### config.mk
export PLATFORM = sky130hd
export DESIGN_NAME = wishbone_response_slice_flat
export DESIGN_NICKNAME = d
export VERILOG_FILES = /design/src/rtl/wishbone_response_slice_if.sv /design/src/rtl/wishbone_response_slice.sv /design/src/flat_wrapper.sv
export SDC_FILE = /design/constraint.sdc
export NUM_CORES = 1
export LEC_CHECK = 0
export BUFFER_PORTS_ARGS = -buffer_cell sky130_fd_sc_hd__buf_2
export CORE_UTILIZATION = 40
export DETAILED_ROUTE_END_ITERATION = 10
export GPL_TIMING_DRIVEN = 0
export PLACE_DENSITY = 0.85
export REMOVE_ABC_BUFFERS = 1
export SETUP_SLACK_MARGIN = 0.2
export SLEW_MARGIN = 10
export SYNTH_ARGS = -nofsm -noshare
export SYNTH_HDL_FRONTEND = slang
export SYNTH_SLANG_ARGS = --single-unit
### constraint.sdc
create_clock -name i_clk -period 2.2 [get_ports i_clk]
set_input_delay 0.11 -clock i_clk [delete_from_list [all_inputs] [get_ports i_clk]]
set_output_delay 0.11 -clock i_clk [all_outputs]
set_load 0.03 [all_outputs]
### src/rtl/wishbone_response_slice_if.sv
// rggen_wishbone_if: Wishbone B4 bus bundle.
// Master drives the request side; slave drives stall and the response.
interface rggen_wishbone_if #(
  parameter int ADDR_W = 32,
  parameter int DATA_W = 32
);
  logic                cyc;
  logic                stb;
  logic                stall;
  logic [ADDR_W-1:0]   adr;
  logic                we;
  logic [DATA_W-1:0]   dat_w;
  logic [DATA_W/8-1:0] sel;
  logic                ack;
  logic                err;
  logic                rty;
  logic [DATA_W-1:0]   dat_r;

  modport master (
    output cyc,
    output stb,
    output adr,
    output we,
    output dat_w,
    output sel,
    input  stall,
    input  ack,
    input  err,
    input  rty,
    input  dat_r
  );

  modport slave (
    input  cyc,
    input  stb,
    input  adr,
    input  we,
    input  dat_w,
    input  sel,
    output stall,
    output ack,
    output err,
    output rty,
    output dat_r
  );
endinterface

### src/rtl/wishbone_response_slice.sv
// wishbone_response_slice: registered single-outstanding Wishbone slice.
// Define WISHBONE_RESPONSE_SLICE_TIMEOUT_EN to add the response timeout.
module wishbone_response_slice #(
  parameter bit          DOWNSTREAM_USE_STALL = 1'b1,
  parameter int unsigned TIMEOUT_CYCLES       = 255,
  parameter int          ADDR_W               = 32,
  parameter int          DATA_W               = 32
) (
  input  logic             i_clk,
  input  logic             i_rst_n,
  rggen_wishbone_if.slave  slave_if,
  rggen_wishbone_if.master master_if
);
  localparam int SEL_W = DATA_W / 8;

  typedef enum logic [1:0] {
    IDLE,
    ISSUE,
    WAIT,
    RESP
  } state_t;

  typedef struct packed {
    logic [ADDR_W-1:0] adr;
    logic              we;
    logic [DATA_W-1:0] dat;
    logic [SEL_W-1:0]  sel;
  } req_t;

  typedef struct packed {
    logic err;
    logic rty;
    logic ack;
  } sts_t;

  state_t            state_q;
  state_t            state_d;
  req_t              req_q;
  sts_t              sts_q;
  sts_t              sts_d;
  logic [DATA_W-1:0] rdat_q;
  logic [DATA_W-1:0] rdat_d;
  logic              cyc_q;
  logic              stb_q;
  logic              stall_q;

  logic accepted;
  logic resp_in;
  logic abort;
  logic expired;
  logic take_resp;
  logic timeout;
  logic load_req;

  assign accepted = !DOWNSTREAM_USE_STALL
                 || !master_if.stall;
  assign resp_in  = master_if.ack
                 || master_if.err
                 || master_if.rty;
  assign abort    = !slave_if.cyc;
  assign load_req = (state_q == IDLE)
                 && (state_d == ISSUE);

`ifdef WISHBONE_RESPONSE_SLICE_TIMEOUT_EN
  logic [15:0] tmo_cnt_q;
  logic        busy;

  assign busy = (state_q == ISSUE)
             || (state_q == WAIT);

  always_ff @(posedge i_clk or negedge i_rst_n) begin
    if (!i_rst_n) begin
      tmo_cnt_q <= '0;
    end else if (load_req) begin
      tmo_cnt_q <= '0;
    end else if (busy) begin
      tmo_cnt_q <= tmo_cnt_q + 16'd1;
    end
  end

  assign expired = busy
    && (tmo_cnt_q == 16'(TIMEOUT_CYCLES));
`else
  localparam int unsigned unused_tmo = TIMEOUT_CYCLES;
  assign expired = 1'b0;
`endif

  // Abort beats a response; a response beats expiry.
  always_comb begin
    state_d   = state_q;
    take_resp = 1'b0;
    timeout   = 1'b0;
    unique case (state_q)
      IDLE: begin
        if (slave_if.cyc && slave_if.stb) begin
          state_d = ISSUE;
        end
      end
      ISSUE: begin
        if (abort) begin
          state_d = IDLE;
        end else if (accepted && resp_in) begin
          state_d   = RESP;
          take_resp = 1'b1;
        end else if (expired) begin
          state_d = RESP;
          timeout = 1'b1;
        end else if (accepted) begin
          state_d = WAIT;
        end
      end
      WAIT: begin
        if (abort) begin
          state_d = IDLE;
        end else if (resp_in) begin
          state_d   = RESP;
          take_resp = 1'b1;
        end else if (expired) begin
          state_d = RESP;
          timeout = 1'b1;
        end
      end
      RESP: begin
        state_d = IDLE;
      end
      default: begin
        state_d = IDLE;
      end
    endcase
  end

  always_comb begin
    sts_d  = '0;
    rdat_d = '0;
    if (timeout) begin
      sts_d.err = 1'b1;
    end else if (take_resp) begin
      if (master_if.err) begin
        sts_d.err = 1'b1;
      end else if (master_if.rty) begin
        sts_d.rty = 1'b1;
      end else begin
        sts_d.ack = 1'b1;
        if (!req_q.we) begin
          rdat_d = master_if.dat_r;
        end
      end
    end
  end

  always_ff @(posedge i_clk or negedge i_rst_n) begin
    if (!i_rst_n) begin
      state_q <= IDLE;
      cyc_q   <= 1'b0;
      stb_q   <= 1'b0;
      stall_q <= 1'b0;
      sts_q   <= '0;
      rdat_q  <= '0;
    end else begin
      state_q <= state_d;
      cyc_q   <= (state_d == ISSUE)
              || (state_d == WAIT);
      stb_q   <= (state_d == ISSUE);
      stall_q <= (state_d != IDLE);
      sts_q   <= sts_d;
      rdat_q  <= rdat_d;
    end
  end

  always_ff @(posedge i_clk or negedge i_rst_n) begin
    if (!i_rst_n) begin
      req_q <= '0;
    end else if (load_req) begin
      req_q.adr <= slave_if.adr;
      req_q.we  <= slave_if.we;
      req_q.dat <= slave_if.dat_w;
      req_q.sel <= slave_if.sel;
    end
  end

  assign master_if.cyc   = cyc_q;
  assign master_if.stb   = stb_q;
  assign master_if.adr   = req_q.adr;
  assign master_if.we    = req_q.we;
  assign master_if.dat_w = req_q.dat;
  assign master_if.sel   = req_q.sel;

  assign slave_if.stall = stall_q;
  assign slave_if.ack   = sts_q.ack;
  assign slave_if.err   = sts_q.err;
  assign slave_if.rty   = sts_q.rty;
  assign slave_if.dat_r = rdat_q;
endmodule

### src/flat_wrapper.sv
// flat-port wrapper written by rule: the top's interface ports become plain ports
module wishbone_response_slice_flat 
#(
  parameter bit          DOWNSTREAM_USE_STALL = 1'b1,
  parameter int unsigned TIMEOUT_CYCLES       = 255,
  parameter int          ADDR_W               = 32,
  parameter int          DATA_W               = 32
)
  (i_clk, i_rst_n, slave_if_cyc, slave_if_stb, slave_if_adr, slave_if_we, slave_if_dat_w, slave_if_sel, slave_if_stall, slave_if_ack, slave_if_err, slave_if_rty, slave_if_dat_r, master_if_cyc, master_if_stb, master_if_adr, master_if_we, master_if_dat_w, master_if_sel, master_if_stall, master_if_ack, master_if_err, master_if_rty, master_if_dat_r);
  rggen_wishbone_if #(.ADDR_W(ADDR_W), .DATA_W(DATA_W)) slave_if_i ();
  rggen_wishbone_if #(.ADDR_W(ADDR_W), .DATA_W(DATA_W)) master_if_i ();
  input  logic i_clk;
  input  logic i_rst_n;
  input wire logic [$bits(slave_if_i.cyc)-1:0] slave_if_cyc;
  input wire logic [$bits(slave_if_i.stb)-1:0] slave_if_stb;
  input wire logic [$bits(slave_if_i.adr)-1:0] slave_if_adr;
  input wire logic [$bits(slave_if_i.we)-1:0] slave_if_we;
  input wire logic [$bits(slave_if_i.dat_w)-1:0] slave_if_dat_w;
  input wire logic [$bits(slave_if_i.sel)-1:0] slave_if_sel;
  output wire logic [$bits(slave_if_i.stall)-1:0] slave_if_stall;
  output wire logic [$bits(slave_if_i.ack)-1:0] slave_if_ack;
  output wire logic [$bits(slave_if_i.err)-1:0] slave_if_err;
  output wire logic [$bits(slave_if_i.rty)-1:0] slave_if_rty;
  output wire logic [$bits(slave_if_i.dat_r)-1:0] slave_if_dat_r;
  output wire logic [$bits(master_if_i.cyc)-1:0] master_if_cyc;
  output wire logic [$bits(master_if_i.stb)-1:0] master_if_stb;
  output wire logic [$bits(master_if_i.adr)-1:0] master_if_adr;
  output wire logic [$bits(master_if_i.we)-1:0] master_if_we;
  output wire logic [$bits(master_if_i.dat_w)-1:0] master_if_dat_w;
  output wire logic [$bits(master_if_i.sel)-1:0] master_if_sel;
  input wire logic [$bits(master_if_i.stall)-1:0] master_if_stall;
  input wire logic [$bits(master_if_i.ack)-1:0] master_if_ack;
  input wire logic [$bits(master_if_i.err)-1:0] master_if_err;
  input wire logic [$bits(master_if_i.rty)-1:0] master_if_rty;
  input wire logic [$bits(master_if_i.dat_r)-1:0] master_if_dat_r;
  assign slave_if_i.cyc = slave_if_cyc;
  assign slave_if_i.stb = slave_if_stb;
  assign slave_if_i.adr = slave_if_adr;
  assign slave_if_i.we = slave_if_we;
  assign slave_if_i.dat_w = slave_if_dat_w;
  assign slave_if_i.sel = slave_if_sel;
  assign slave_if_stall = slave_if_i.stall;
  assign slave_if_ack = slave_if_i.ack;
  assign slave_if_err = slave_if_i.err;
  assign slave_if_rty = slave_if_i.rty;
  assign slave_if_dat_r = slave_if_i.dat_r;
  assign master_if_cyc = master_if_i.cyc;
  assign master_if_stb = master_if_i.stb;
  assign master_if_adr = master_if_i.adr;
  assign master_if_we = master_if_i.we;
  assign master_if_dat_w = master_if_i.dat_w;
  assign master_if_sel = master_if_i.sel;
  assign master_if_i.stall = master_if_stall;
  assign master_if_i.ack = master_if_ack;
  assign master_if_i.err = master_if_err;
  assign master_if_i.rty = master_if_rty;
  assign master_if_i.dat_r = master_if_dat_r;
  wishbone_response_slice #(.DOWNSTREAM_USE_STALL(DOWNSTREAM_USE_STALL), .TIMEOUT_CYCLES(TIMEOUT_CYCLES), .ADDR_W(ADDR_W), .DATA_W(DATA_W)) u_core (.i_clk(i_clk), .i_rst_n(i_rst_n), .slave_if(slave_if_i), .master_if(master_if_i));
endmodule
---- After elaboration in Yosys (flattened, before gate mapping) ----
Cells that the tools add are included.
Widths: inputs -> output; s select.
word-level totals
  register bits ........................... 109
  input bits .............................. 109
  output and inout bits ................... 107
  logic and storage cells ................. 47
operators by class
  equality and inequality tests ........... 5
  multiplexer cells ....................... 21
  reductions and logical operators ........ 9
operators by type and width
  cell                number
  $mux 32             4
  $mux 2              7
  $pmux 2 s4          1
  $mux 1              7
  $eq 2x2->1 const B  3
  $eq 2x1->1 const B  2
  $logic_and 1x1->1   3
  $logic_or 1x1->1    3
  $mux 3              1
  $logic_not 2->1     1
  $pmux 1 s2          1
  $reduce_bool 2->1   1
  $logic_not 1->1     1

---- Logic depth before layout (Yosys ltp) ----
  word-level depth ........................ 8
  gate-level depth with buffers ........... 11
  depth with buffers taken out ............ 9

---- Worst setup path before layout ----
Ideal clock, no wire load.
  path type ............................... register to register
  start ................................... register u_core.state_q[0]
  end ..................................... register, netlist name u_core.master_if.adr[21]
  setup time .............................. 125 ps
  data arrival time ....................... 2,193 ps
  required time ........................... 2,075 ps
  setup slack ............................. -118 ps
  cell stages (with the launch flop) ...... 11
  clock period less this slack ............ 2,318 ps
  cells stage by stage .................... dfrtp_1 > inv_1 > ha_1 > nand2b_1 > a2bb2oi_1 > o21a_1 > ha_1 > nand2_1 > buf_4 > buf_2 > mux2_2
between the ends
  cells in the longest elaborated chain, start to end .. 6
ends and longest elaborated chain
  what                      RTL line                        RTL
  start: declaration        wishbone_response_slice.sv:36   state_t state_q;
  start signal: assignment  wishbone_response_slice.sv:160  state_q <= state_d;
  $mux 2                    wishbone_response_slice.sv:108  end else if (accepted) begin
  $mux 2                    wishbone_response_slice.sv:102  end else if (accepted && resp_in) begin
  $mux 2                    wishbone_response_slice.sv:100  if (abort) begin
  $pmux 2 s4                wishbone_response_slice.sv:93   unique case (state_q)
  $eq 2x1->1                wishbone_response_slice.sv:62   && (state_d == ISSUE);
  $logic_and 1x1->1 *       wishbone_response_slice.sv:62
Mark *: on every way between the ends. The rest lies on a longest branch, timed or not.
A chain may end at the register's enable or synchronous reset.

---- Final worst setup path ----
  start ................................... register u_core.state_q[1]
  end ..................................... register, netlist name u_core.master_if.adr[3]
between the ends
  cells in the longest elaborated chain, start to end .. 6
ends and longest elaborated chain
  what                 RTL line
  $mux 2               wishbone_response_slice.sv:108
  $mux 2               wishbone_response_slice.sv:102
  $mux 2               wishbone_response_slice.sv:100
  $pmux 2 s4           wishbone_response_slice.sv:93
  $eq 2x1->1           wishbone_response_slice.sv:62
  $logic_and 1x1->1 *  wishbone_response_slice.sv:62
Marked as above.

==> flow_summary.ini <==
[synthesis]
synth_top_area_frac = 0.677
syn_avg_cell_area_um2 = 15.9
ys_warn_count = 0
synth_top_family_by_area = multiplexers
synth.area.mux_share = 0.193
synth_edf_count = 0
yosys.area.top_type = dfrtp_1
ys_ff_latch = 109
synthArstFlopShare = 1.00
synthAdderAreaFrac = 0.0155
netlist_area_um2 = 4030
ys_seq_area_frac = 0.677
synth_compound_area_frac = 0.0133
synth-xor-area-share = 0
syn_inst = 254
yosysMostFrequentCell = dfrtp_1
yosys.area_share.simple = 0.0795
synth_top_cells_by_count = 109 x dfrtp_1, 69 x mux2_2, 22 x and2_1
yosysUniqueCellTypes = 26
ys.flop_type = dfrtp_1
yosys-top-cells-area = dfrtp_1 68%, mux2_2 19%, and2_1 3.4%, and2_2 2.0%, ha_1 1.6%

[clock_tree]
cts-root-buf = clkbuf_8
cts_buffers = 9
path_clk_slew_ns = 0.10
cts_sinks = 109
clock_latency_ns = 0.37
htreeDepth = 3
cts_tree = yes
clockBufferDepth = 2

[routing]
dr.pass1.iters = 4
drt_iter0_markers = 60
drtAntennaViolNets = 0
routedWlPerCell_um = 17.1
num_vias = 3386
drcViolationCount = 0
routed_wl_um = 12500
avgViaCountPerCell = 4.62

[status]
status = finished, violations left
violations = negative setup slack

[timing]
worstMarginPinSlew_ns = 0.660
finalCritPeriodShare = 1.02
finalHoldViolCount = 0
rsz0062_at_grt = true
slew_viol_final = 0
max_freq_mhz = 447
layout_min_cycle_time_ns = 2.24
skew_ns = 0.00981
worst_slack_ns = -0.0382
setup_viol = 39
max-slew-margin-rel = 0.560

[global_route]
overflow = 0
grt_first_pass_wirelength_um = 17500
grt_pass1_vias = 3559
track_usage = 0.227
antenna_found_initial = 0
grt_max_degree = 60

[worst_setup_path]
crit_fanout = 8
crit_path_end_kind = flop
cp_data_arrival_time_ns = 2.50
reg2reg_depth = 10
worstSetupStartpointType = flop
cp.required_ns = 2.46
critPathKind = reg -> reg

[layout]
layout.nets = 709
n_fill_cell = 578
n_antenna_cell = 0
syn_to_final_growth_pct = 79.6
post-route-util = 0.741
drive_gt1_frac = 0.587

[place]
numPortBuffers = 215
post-dp-hpwl_um = 6240
place_congestion = 0.894

[die]
die-area_um2 = 10500
die-height_um = 102
die_w_um = 102
io_pins = 216
start_util = 0.412
rows = 36
core-area_um2 = 9770

[power_and_ir_drop]
switching_share = 0.381
p_int_w = 0.00657
power_per_cell_area_nw_per_um2 = 1470
leakage_nw = 3.87
peakVddDrop_uv = 759
seq_power_share = 0.294
p_total_w = 0.0106
combPwrFrac = 0.558
switchingPower_w = 0.00404
power_frac_clock = 0.148

[hold_path]
whs_path_depth = 2
min_path_type = in -> reg

[run]
cap_viol_max_count = 0
-- sequential cells by signal (all words and copies together), names as in the netlist --
| signal | flops |
|---|---|
| u_core.slave_if.dat_r | 32 |
| u_core.master_if.cyc | 1 |
| u_core.master_if.adr | 32 |
| u_core.master_if.stb | 1 |
| u_core.state_q | 2 |
| u_core.slave_if.stall | 1 |
| u_core.slave_if.ack | 1 |
| u_core.slave_if.rty | 1 |
| u_core.master_if.we | 1 |
| u_core.slave_if.err | 1 |
| u_core.master_if.sel | 4 |
| u_core.master_if.dat_w | 32 |
-- what timing repair did --
item | CTS | global route
resized for setup | 47 | 36
hold endpoints to repair | 152 | 0
hold buffers | 103 | 0
buffers inserted | 8 | 3
cloned | 5 | 4
pin swaps | 6 | 6
endpoints found under the setup margin | 69 | 69
-- kinds of logic after synthesis --
logic type	count (synthesis)
flops	109
fa+ha+maj	5
simple gates	49
buf+inv	15
compound gates	7
mux	69
-- per-stage QoR --
| stage | std cells | setup slack, ns | instance area [µm²] | setup TNS, ns | hold slack (ns) |
|---|---|---|---|---|---|
| finish | 733 | -0.0382 | 7240 | -0.730 | 0.0440 |
| global route | 733 | -0.147 | 7240 | -8.09 | 0.0194 |
| CTS | 726 | -0.0790 | 6970 | -3.23 | 0.0163 |
| detailed placement | 594 | -0.314 | 5270 | -19.89 | 0.185 |
| global placement | 592 | -1.84 | 5200 | -132.45 | 0.316 |
| floorplan | 244 | -1.17 | 3960 | -80.62 | -0.186 |
-- placed cells by master, fill, tap and decap left out, types with 3 or more instances in the layout --
cell           count
mux2_4            56
buf_4              8
clkbuf_8          10
and2_1            22
dfrtp_1          108
inv_1              3
and2_2            11
clkbuf_16          4
nand2_1            3
ha_4               4
buf_12             3
bufinv_16          4
buf_2            214
buf_16             7
dlygate4sd3_1    103
mux2_2            13
-- power by group through the flow --
stage	sequential, W	combinational [W]	clock (W)
finish	0.00312	0.00592	0.00157
global placement	0.00301	0.00372	0
detailed placement	0.00308	0.00403	0
floorplan	0.00447	0.00147	0
global route	0.00320	0.00623	0.00168
CTS	0.00305	0.00525	0.00161
-- per-layer routing --
metal  GRT usage  part of all wire
met4      0.0967             0.015
met2       0.412              0.52
met1       0.247              0.39
met3      0.0650             0.075
met5           0                 0
-- final timing paths --
kind                                                         to                                  from  slack, ns
min reg2reg                u_core.master_if.adr[19]$_DFFE_PN0P_  u_core.master_if.adr[19]$_DFFE_PN0P_       0.51
min in group asynchronous  u_core.master_if.adr[25]$_DFFE_PN0P_                               i_rst_n       0.31
max reg2reg                 u_core.master_if.adr[3]$_DFFE_PN0P_           u_core.state_q[1]$_DFF_PN0_      -0.04
max                         u_core.master_if.adr[3]$_DFFE_PN0P_           u_core.state_q[1]$_DFF_PN0_      -0.04
min                               u_core.slave_if.rty$_DFF_PN0_                         master_if_rty       0.04
max in group asynchronous  u_core.master_if.adr[12]$_DFFE_PN0P_                               i_rst_n       1.18
-- layout make-up --
| type | count | area [µm²] | area share |
|---|---|---|---|
| inverter | 5 | 21.3 | 0.00294 |
| tap | 133 | 166 | 0.0230 |
| multi-input combinational | 130 | 1530 | 0.211 |
| sequential | 109 | 2730 | 0.377 |
| timing repair buffer | 340 | 2530 | 0.349 |
| clock buffer | 10 | 138 | 0.0190 |
| clock inverter | 6 | 134 | 0.0185 |
-- worst max-delay path, cell delays in order (launching register included) --
cell and delay, ns:
dfrtp_2 0.46, ha_4 0.20, o21ai_2 0.12, nand3b_1 0.11, o211ai_1 0.17, nand2_1 0.14, ha_4 0.20, nand2_8 0.09
buf_12 0.14, clkbuf_16 0.16, mux2_2 0.33
Note: power is estimated with default switching activity, not from simulation.
